[src/rtl/decoder_select_seq.sv]
// Select sequencer for the 2-to-4 decoder: free-running scan or 4-phase single steps.
// Optional registered one-hot output enabled by defining SEL_ONEHOT_EN.
module decoder_select_seq #(
    parameter int DIV_W     = 8,
    parameter int DIV_RESET = 4
) (
    input  logic             clk,
    input  logic             rst_n,
    input  logic             run,
    input  logic             dir,
    input  logic [DIV_W-1:0] div,
    input  logic             step_req,
    output logic             step_ack,
    output logic             S1,
    output logic             S0,
    output logic             wrap,
`ifdef SEL_ONEHOT_EN
    output logic [3:0]       onehot,
`endif
    output logic             busy
);

    typedef enum logic [1:0] {
        IDLE = 2'd0,
        RUN  = 2'd1,
        STEP = 2'd2
    } state_t;

    localparam logic [DIV_W-1:0] ONE = {{(DIV_W-1){1'b0}}, 1'b1};

    // A divider default that does not fit the divider width is a build error.
    if (DIV_RESET < 1 || DIV_RESET > (2**DIV_W) - 1) begin : g_bad_div_reset
        $error("DIV_RESET out of range for DIV_W");
    end

    state_t           state;
    logic [1:0]       sel;
    logic [DIV_W-1:0] presc;
    logic [DIV_W-1:0] eff;
    logic [1:0]       sel_next;
    logic             wrap_next;
    logic             run_due;
    logic             adv;

    // Using >= rather than == means a divider shrunk below the count fires at once.
    always_comb begin
        eff       = (div == '0) ? ONE : div;
        sel_next  = dir ? (sel - 2'd1) : (sel + 2'd1);
        wrap_next = dir ? (sel == 2'd0) : (sel == 2'd3);
        run_due   = (presc >= (eff - ONE));
        adv       = ((state == IDLE) && !run && step_req) ||
                    ((state == RUN) && run && run_due);
    end

    assign S1 = sel[1];
    assign S0 = sel[0];

    always_ff @(posedge clk or negedge rst_n) begin
        if (!rst_n) begin
            state    <= IDLE;
            sel      <= 2'd0;
            presc    <= '0;
            step_ack <= 1'b0;
            wrap     <= 1'b0;
            busy     <= 1'b0;
        end else begin
            wrap <= adv && wrap_next;
            if (adv) begin
                sel <= sel_next;
            end
            case (state)
                IDLE: begin
                    if (run) begin
                        state <= RUN;
                        presc <= '0;
                        busy  <= 1'b1;
                    end else if (step_req) begin
                        state    <= STEP;
                        step_ack <= 1'b1;
                        busy     <= 1'b1;
                    end
                end
                RUN: begin
                    if (!run) begin
                        state <= IDLE;
                        presc <= '0;
                        busy  <= 1'b0;
                    end else if (run_due) begin
                        presc <= '0;
                    end else begin
                        presc <= presc + ONE;
                    end
                end
                STEP: begin
                    if (!step_req) begin
                        state    <= IDLE;
                        step_ack <= 1'b0;
                        busy     <= 1'b0;
                    end
                end
                default: begin
                    state    <= IDLE;
                    step_ack <= 1'b0;
                    busy     <= 1'b0;
                end
            endcase
        end
    end

`ifdef SEL_ONEHOT_EN
    always_ff @(posedge clk or negedge rst_n) begin
        if (!rst_n) begin
            onehot <= 4'b0001;
        end else if (adv) begin
            onehot <= 4'b0001 << sel_next;
        end
    end
`endif

endmodule

[config.mk]
export PLATFORM = sky130hd
export DESIGN_NAME = decoder_select_seq
export DESIGN_NICKNAME = d
export VERILOG_FILES = /design/src/rtl/decoder_select_seq.sv
export SDC_FILE = /design/constraint.sdc
export NUM_CORES = 1
export LEC_CHECK = 0
export ABC_AREA = 1
export BUFFER_PORTS_ARGS = -buffer_cell sky130_fd_sc_hd__buf_4
export CAP_MARGIN = 10
export CORE_AREA = 2 2 56 58
export DETAILED_ROUTE_END_ITERATION = 10
export DIE_AREA = 0 0 58 60
export HOLD_SLACK_MARGIN = 0.08
export PLACE_DENSITY_LB_ADDON = 0.2
export SYNTH_ARGS = -nofsm -noshare
export SYNTH_HDL_FRONTEND = slang
export SYNTH_SLANG_ARGS = --single-unit
[constraint.sdc]
create_clock -name clk -period 3 [get_ports clk]
set_clock_uncertainty 0.15 [all_clocks]
set_input_delay 0.15 -clock clk [delete_from_list [all_inputs] [get_ports clk]]
set_output_delay 0.15 -clock clk [all_outputs]
set_load 0.01 [all_outputs]
==> reports/results.tsv, run 1 <==
metric	value	unit
r2r-end	sel[0]	
synth_edf_count	0	
cp.depth	16	
root_buffer	clkbuf_4	
relSlewSlack	0.836	
synth_ff_type	dfrtp_1	
crit_path_start_kind	primary input	
power_density	424	nW/µm²
ys_seq_area_frac	0.336	
clock_power_share	0.193	
synthTopCellsByArea	dfrtp_1, nand2_1, ha_1	
core	2900	µm²
clk_pin_slew_worst_paths	0.09	ns
detail-route-antenna-nets	0	
drc	0	
critPathMaxFanout	4	
cp-end-kind	flop	
grt_pass1_vias	912	
worstReg2RegStart	presc[0]	
dieArea	3480	µm²
crit_end	sel[0]	
track_usage	0.134	
finalNonFillerCells	205	
ys_ff_latch	15	
p_comb_frac	0.357	
cts_setup_buffers	0	
dp.cells	197	
status	complete, no violations	
multi_input_area	652	µm²
pin_count	18	
fp.dieH	60	µm
grt_overflow_total	0	
regArea	375	µm²
arrival	2.22	ns
dieWidth	58	µm
p_total	0.574	mW
seq_power_share	0.450	
syn_avg_cell_area	7.59	µm²
critPathMaxStageDelay	0.29	ns
dpl_cell_area	1280	µm²
area_delta_synth_final	21.2	%
avgViaCountPerCell	4.65	
h-tree-depth	1	
wire_per_inst	9.77	µm
wl	2.00	mm
dpl_worst_slack	0.504	ns
grt_pass1_wl	3.62	mm
yosys_warnings	0	
yosys.area.top_type	dfrtp_1	
synth_cell_types	25	
cts.sinks	15	
cts_buffers	3	
cp_cell_sequence	buf_4, or2_2, o21ai_2, inv_1, ha_1, nand2_1, nor3_1, xnor2_1, ha_1, nand2_1, o21a_1, nand2_1, nand2_1, nand2_1, nand2_1, nand2_1	
r2r_cells	12	
finalHoldViolCount	0	
grt_max_degree	16	
cp_slowest_cell	or2_2	
min_period	2.20	ns
placementRows	20	
drtPass1Iterations	4	
max_freq	455	MHz
cap_violations	0	
synth_cells	147	
netlist_area	1120	µm²
drt-initial-drc-count	32	
start_util	0.384	
vias	953	
num_antenna_cells	0	
rsz0062_at_grt	false	
irDropWorstVdd	0.268	mV
critPathTopFamily	simple AND/OR/NAND/NOR gates	
gp_congestion	0.756	
drive_gt1_frac	0.192	
switchingPower	0.200	mW
leakagePower	0.709	nW
synthTopCellsByCount	nand2_1, inv_1, nor2_1	
fin_area	1350	µm²
yosys.area.top_type_share	0.336	
hold_class	primary input to asynchronous set/reset pin	
dpl.hpwl	1.68	mm
rrSetupSlack	1.21	ns
finalSetupViolCount	0	
required	3.02	ns
cts_tree	done	
swShare	0.349	
async_flop_share	1.00	
fin_nets	196	
syn_nets	170	
io_buffers	17	
yosysMostFrequentCell	nand2_1	
period_share	0.733	
p_int	0.373	mW
clk_path_buf_depth	2	
antenna_found_initial	0	
n_fill_cell	282	
path_class	primary input to flop	
timing.critical_path.mode_cell	nand2_1	
crit_buf_inv	2	
clkLatencyLatePin	0.27	ns
drv_slew	0	
startpoint	div[7]	
postLayoutSetupSlackWorst	0.802	ns
fin_setup_tns	0	ns
tightestPinTransition	0.244	ns
-- state kept, by name (all words and copies together) (netlist names) --
name      cells
busy          1
wrap          1
state         2
step_ack      1
sel           2
presc         8
-- worst min-delay path by stage --
stage                     startpoint        to  slack (ns)
final                          rst_n      busy        0.11
after global routing           rst_n  step_ack        0.12
after CTS                      rst_n      busy        0.10
after detailed placement       rst_n  state[1]       -0.13
after global placement         rst_n  state[0]       -0.13
after floorplan                rst_n      busy       -0.30
-- kinds of logic (layout without fill, tap and decap cells) --
group | count (synthesis) | count (layout) | share of synthesized area
buffers and inverters | 23 | 48 | 0.0796
AOI/OAI and AO/OA | 16 | 16 | 0.0818
DFF | 15 | 15 | 0.336
xor gates and xnor gates | 10 | 10 | 0.0785
and+or+nand+nor | 73 | 73 | 0.312
adders and majority gates | 10 | 10 | 0.112
-- final cells by class --
type / count / area share
inverters: 23 / 0.0657
repair buffers: 21 / 0.124
multi-input cells: 109 / 0.482
well taps: 33 / 0.0305
clock buffers: 3 / 0.0167
clock inverters: 1 / 0.00370
flip-flops and latches: 15 / 0.278
-- metal layers --
metal	vias to the layer above	share of wire	wire length (µm)	track usage
met1	421	0.45	911	0.163
met4	0	0.0080	16	0.0498
li1	513	-	-	-
met2	17	0.49	989	0.245
met3	2	0.043	86	0.0130
met5	-	0	0	0
-- power groups by stage --
stage / Clock [mW] / Combinational, mW / Sequential, mW
2_1_floorplan: 0 / 0.127 / 0.265
3_5_place_dp: 0 / 0.205 / 0.262
4_1_cts: 0.118 / 0.209 / 0.258
6_report: 0.111 / 0.205 / 0.258
3_3_place_gp: 0 / 0.202 / 0.261
5_1_grt: 0.126 / 0.238 / 0.263
-- per-stage QoR --
stage          hold slack, ns  utilization
2_1_floorplan          -0.296            -
3_5_place_dp           -0.128        0.443
6_report                0.111        0.466
5_1_grt                 0.124        0.466
4_1_cts                 0.102        0.466
3_3_place_gp           -0.133        0.443
-- repair_timing --
action | in CTS | in global routing
hold buffers | 4 | 0
endpoints found under the hold margin | 19 | 0
resized for setup | 0 | 0
-- cell usage in the layout (no fill, tap or decap), drive strengths merged, types with 2 or more instances in the layout --
cell type    Yosys  final
nand2           38     38
inv             23     23
nor2            23     23
buf              0     17
dfrtp           15     15
ha              10     10
o21ai            8      8
xnor2            5      5
a21oi            5      5
xor2             5      5
nand3            5      5
dlygate4sd3      0      4
nor3             3      3
clkbuf           0      3
or2              2      2
-- worst register-to-register path: cells and delay by family, from the launching register on --
family	cells	cell delay (ns)
simple gates	10	0.75
flops	1	0.39
fa+ha+maj	1	0.26
buf+inv	1	0.15
No activity file was read; power rests on OpenSTA's default activity.
==> inputs of run 2 (changes only) <==
==> constraint.sdc (replaced) <==
create_clock -name clk -period 2.1 [get_ports clk]
set_clock_uncertainty 0.15 [all_clocks]
set_input_delay 0.105 -clock clk [delete_from_list [all_inputs] [get_ports clk]]
set_output_delay 0.105 -clock clk [all_outputs]
set_load 0.01 [all_outputs]
==> run 2 against run 1 <==
Against the previous run:
- critical endpoint unchanged
- critical path depth unchanged
- cell area is 12% higher
- routed wire length is 22% higher
- setup slack got worse by 0.68 ns
- flip-flop and latch count is the same
- sequential power is 44% higher
- count of clock-buffer cells in the layout is the same
- sequential share of layout area down 3.0 points
- global-route usage grew 2.2 points
- core utilization up 5.7 points
- largest cell class unchanged
- combinational power up 62%
- power grew 51%
==> reports/results.tsv, run 2 (synthesis results as in run 1) <==
metric	value	unit	change
hold_class	flop to flop		
rrSetupSlack	0.38	ns	-0.83 ns
p_comb_frac	0.384		+0.027
max_freq	506	MHz	
num_antenna_cells	0		unchanged
relSlewSlack	0.536		-0.299
dpl_cell_area	1370	µm²	+6.2%
drtPass1Iterations	2		-2
required	2.13	ns	-0.89 ns
finalHoldViolCount	0		unchanged
grt_max_degree	16		unchanged
final_common_cell	nand2_1		
irDropWorstVdd	0.394	mV	+47%
root_buffer	clkbuf_4		
drv_slew	0		unchanged
status	complete, no violations		
switchingPower	0.310	mW	+55%
holdPathStages	1		
dieWidth	58	µm	unchanged
worstReg2RegStart	presc[7]		
tightestPinTransition	0.693	ns	+0.449 ns
clock_power_share	0.186		-0.007
drive_gt1_frac	0.297		+0.105
cts_tree	done		
area_delta_synth_final	36.0	%	
pin_count	18		unchanged
p_int	0.556	mW	+49%
mostFrequentLayoutCells	nand2_1, buf_4, inv_1, nor2_1, dfrtp_1		
avgViaCountPerCell	4.77		+2.5%
drt-initial-drc-count	18		-44%
largest_register_ffs	8		unchanged
seq_power_share	0.430		-0.020
dpl.hpwl	1.94	mm	+15%
io_buffers	17		unchanged
hold_ws	0.346	ns	+0.235 ns
cap_violations	0		unchanged
finalSetupViolCount	0		unchanged
path_class	primary input to flop		
rsz0062_at_grt	true		
fin_setup_tns	0	ns	unchanged
core	2900	µm²	unchanged
clk_pin_slew_worst_paths	0.09	ns	about the same
swShare	0.358		+0.00943
cp-end-kind	flop		
wire_per_inst	11.2	µm	+15%
wl	2.45	mm	+22%
detail-route-antenna-nets	0		unchanged
crit_path_start_kind	primary input		
min_from	state[0]		
regMostFlops	presc		
dieArea	3480	µm²	unchanged
placementRows	20		unchanged
fin_nets	209		+6.6%
grt_pass1_wl	4.17	mm	+15%
arrival	2.01	ns	-0.21 ns
grt_overflow_total	0		unchanged
power_density	571	nW/µm²	+35%
clkLatencyLatePin	0.28	ns	about the same
gp_congestion	0.792		+4.8%
grt_pass1_vias	1086		+19%
fin_area	1520	µm²	+12%
period_share	0.941		
leakagePower	0.786	nW	+11%
track_usage	0.157		+0.0224
min_period	1.98	ns	
cts.sinks	15		unchanged
drc	0		unchanged
cts_buffers	3		unchanged
critPathMaxFanout	4		unchanged
r2r-end	sel[0]		
dpl_worst_slack	-0.261	ns	-0.766 ns
postLayoutSetupSlackWorst	0.124	ns	-0.678 ns
vias	1039		+9.0%
h-tree-depth	1		unchanged
antenna_found_initial	0		unchanged
r2r_cells	8		-4
fp.dieH	60	µm	unchanged
reg_top3	presc (8), sel (2), state (2)		
start_util	0.384		unchanged
clk_path_buf_depth	2		unchanged
hold_end	state[1]		
n_fill_cell	285		+1.1%
## run 2: worst max-delay path, cell delays in order
cell	delay (ns)
buf_4	0.11
or2_4	0.25
o21ai_4	0.16
inv_2	0.07
ha_4	0.17
nand2_4	0.06
nor3_1	0.05
xnor2_1	0.13
ha_1	0.31
nand2_2	0.07
o21a_1	0.18
nand2_1	0.09
nand2_2	0.11
nand2_2	0.06
nand2_1	0.05
nand2_1	0.05
## run 2: area by class of cell
type / instances / area [µm²] / area share
Sequential cell: 15 / 375 / 0.247
Timing Repair Buffer: 34 / 270 / 0.178
Clock buffer: 3 / 22.5 / 0.0148
Tap cell: 33 / 41.3 / 0.0272
Clock inverter: 1 / 5.00 / 0.00330
Multi-Input combinational cell: 109 / 714 / 0.471
Inverter: 23 / 88.8 / 0.0585
## run 2: stage by stage
stage	total power [mW]	utilization	cells
after global placement	0.672	0.470	207
after detailed placement	0.689	0.470	207
after floorplan	0.561	-	147
after global routing	0.936	0.523	218
final	0.866	0.523	218
after CTS	0.870	0.504	218
## run 2: what timing repair did
action                                  in CTS  in global routing
endpoints found under the setup margin       0                 12
hold buffers                                 7                  0
buffers inserted                             0                  1
hold endpoints to repair                    20                  0
resized for setup                            0                 15
## run 2: worst max-delay path by stage
stage,from,end,depth (start not counted)
final,div[7],sel[0],16
after global routing,div[7],sel[0],16
after CTS,run,busy,6
after detailed placement,div[7],presc[5],15
after global placement,div[7],presc[5],15
after floorplan,div[7],sel[0],15
## run 2: layer usage
| layer | global-route usage | share of wire | up-vias |
|---|---|---|---|
| met5 | 0 | 0 | - |
| met2 | 0.313 | 0.55 | 17 |
| met3 | 0.0173 | 0.028 | 6 |
| met1 | 0.155 | 0.40 | 477 |
| met4 | 0.0864 | 0.018 | 0 |
| li1 | - | - | 539 |
## run 2: power groups by stage
stage | clock [mW] | combinational [mW] | sequential [mW]
after floorplan | 0 | 0.182 | 0.379
after global placement | 0 | 0.300 | 0.373
after detailed placement | 0 | 0.312 | 0.377
after CTS | 0.170 | 0.326 | 0.373
after global routing | 0.177 | 0.381 | 0.378
final | 0.161 | 0.332 | 0.372
==> inputs of run 3 (changes only) <==
--- a/config.mk
+++ b/config.mk
@@ -8,6 +8,8 @@
 export ABC_AREA = 1
 export BUFFER_PORTS_ARGS = -buffer_cell sky130_fd_sc_hd__buf_4
 export CAP_MARGIN = 10
+export CELL_PAD_IN_SITES_DETAIL_PLACEMENT = 0
+export CELL_PAD_IN_SITES_GLOBAL_PLACEMENT = 1
 export CORE_AREA = 2 2 56 58
 export DETAILED_ROUTE_END_ITERATION = 10
 export DIE_AREA = 0 0 58 60
==> run 3 against run 2 <==
Against the previous run:
- cell area decreased by 2.4%
- count of clock-buffer cells in the layout increased by 1
- largest power group unchanged
- global-route usage decreased by 0.82 points
- critical path depth unchanged
- non-clock buffer count decreased by 1
- critical endpoint unchanged
- flip-flop and latch count unchanged
==> reports/results.tsv, run 3 (synthesis results as in run 1) <==
metric	value	unit	change
status	complete, no violations		
relSlewSlack	0.539		+0.00267
gp_congestion	0.716		-9.6%
drtPass1Iterations	4		+2
r2r_cells	12		+4
path_class	primary input to flop		
fin_setup_tns	0	ns	unchanged
cts.sinks	15		unchanged
start_util	0.384		unchanged
root_buffer	clkbuf_4		
irDropWorstVdd	0.329	mV	-16%
dp.cells	206		-0.48%
drv_slew	0		unchanged
worstReg2RegStart	presc[0]		
grt_pass1_vias	1012		-6.8%
antenna_found_initial	0		unchanged
core	2900	µm²	unchanged
crit_path_start_kind	primary input		
grt_max_degree	16		unchanged
dieWidth	58	µm	unchanged
track_usage	0.148		-0.00822
pin_count	18		unchanged
leakagePower	0.767	nW	-2.5%
startpoint	div[7]		
clkLatencyLatePin	0.27	ns	about the same
n_fill_cell	297		+4.2%
hold_class	flop to flop		
area_delta_synth_final	32.7	%	
drt-initial-drc-count	12		-6
critPathMaxFanout	4		unchanged
mostFrequentLayoutCells	nand2_1, buf_4, inv_1, nor2_1, dfrtp_1		
wl	2.30	mm	-6.1%
placementRows	20		unchanged
fin_nets	208		-0.48%
period_share	0.956		+0.0154
wire_per_inst	10.6	µm	-5.7%
min_period	2.01	ns	+0.0324 ns
crit_end	sel[0]		
num_antenna_cells	0		unchanged
tightestPinTransition	0.689	ns	-0.00399 ns
finalNonFillerCells	217		-0.46%
arrival	2.03	ns	+0.02 ns
power_density	573	nW/µm²	+0.39%
dieArea	3480	µm²	unchanged
clk_pin_slew_worst_paths	0.09	ns	about the same
detail-route-antenna-nets	0		unchanged
r2r-end	sel[0]		
io_buffers	17		unchanged
drc	0		unchanged
multi_input_area	687	µm²	-3.9%
avgViaCountPerCell	4.69		-1.6%
reg_top3	presc (8), sel (2), state (2)		
largest_register_ffs	8		unchanged
dpl.hpwl	1.91	mm	-1.9%
required	2.12	ns	about the same
cts_tree	done		
grt_pass1_wl	4.04	mm	-3.3%
clk_path_buf_depth	2		unchanged
rrSetupSlack	0.39	ns	about the same
cts_buffers	3		unchanged
cap_violations	0		unchanged
fin_util	0.510		-0.0125
finalSetupViolCount	0		unchanged
vias	1018		-2.0%
final_common_cell	nand2_1		
max_freq	498	MHz	-1.6%
finalHoldViolCount	0		unchanged
fp.dieH	60	µm	unchanged
drive_gt1_frac	0.277		-0.0201
regArea	375	µm²	unchanged
regMostFlops	presc		
h-tree-depth	1		unchanged
grt_overflow_total	0		unchanged
cp-end-kind	flop		
run 3: cell types whose count changed in the layout (fill, tap and decap cells not counted), sizes merged:
cell,before,now
buf,28,27
clkinv,1,0
clkbuf,3,4
run 3: stage by stage:
| stage | hold slack, ns | cell area (µm²) | power [mW] | worst slack [ns] |
|---|---|---|---|---|
| after floorplan | -0.341 | 1120 | 0.561 | 0.0122 |
| after global placement | -0.182 | 1360 | 0.675 | -0.253 |
| after detailed placement | -0.177 | 1360 | 0.684 | -0.264 |
| after CTS | 0.379 | 1440 | 0.852 | 0.0261 |
| after global routing | 0.424 | 1480 | 0.926 | -0.00930 |
| final | 0.383 | 1480 | 0.849 | 0.0914 |
run 3: worst min-delay path by stage:
stage          startpoint        to  slack [ns]  depth (start not counted)
2_1_floorplan       rst_n      busy       -0.34                          0
3_3_place_gp        rst_n  state[0]       -0.18                          1
3_5_place_dp        rst_n  state[0]       -0.18                          1
4_1_cts              busy      busy        0.38                          2
5_1_grt              busy      busy        0.42                          2
6_report             busy      busy        0.38                          2
run 3: final cells by class:
class / count / area share
flip-flops and latches: 15 / 0.253
clock buffers: 4 / 0.0177
inverters: 23 / 0.0600
repair buffers: 33 / 0.177
multi-input cells: 109 / 0.464
well taps: 33 / 0.0279
run 3: per-layer routing:
| metal | wire (µm) | vias up | part of all wire | global-route usage |
|---|---|---|---|---|
| li1 | - | 539 | - | - |
| met1 | 992 | 460 | 0.43 | 0.174 |
| met2 | 1210 | 17 | 0.53 | 0.287 |
| met3 | 79 | 2 | 0.034 | 0.0130 |
| met4 | 12 | 0 | 0.0052 | 0.0399 |
| met5 | 0 | - | 0 | 0 |
run 3: what timing repair did:
action                                  in CTS  in global routing
hold buffers                                 6                  0
resized for setup                            0                 10
setup buffers                                0                  1
hold endpoints to repair                    20                  0
endpoints found under the setup margin       0                 10
run 3: where the power goes:
group | switching, mW | total [mW] | internal (mW)
combinational | 0.172 | 0.321 | 0.149
clock | 0.0843 | 0.158 | 0.0735
sequential | 0.0392 | 0.370 | 0.330
run 3: worst max-delay path: stages:
cell and delay (ns):
buf_4 0.11, or2_4 0.24, o21ai_2 0.15, inv_1 0.07, ha_2 0.19, nand2_2 0.07, nor3_1 0.05, xnor2_1 0.12
ha_1 0.29, nand2_1 0.09, o21a_1 0.19, nand2_1 0.08, nand2_2 0.10, nand2_2 0.06, nand2_1 0.06, nand2_1 0.04
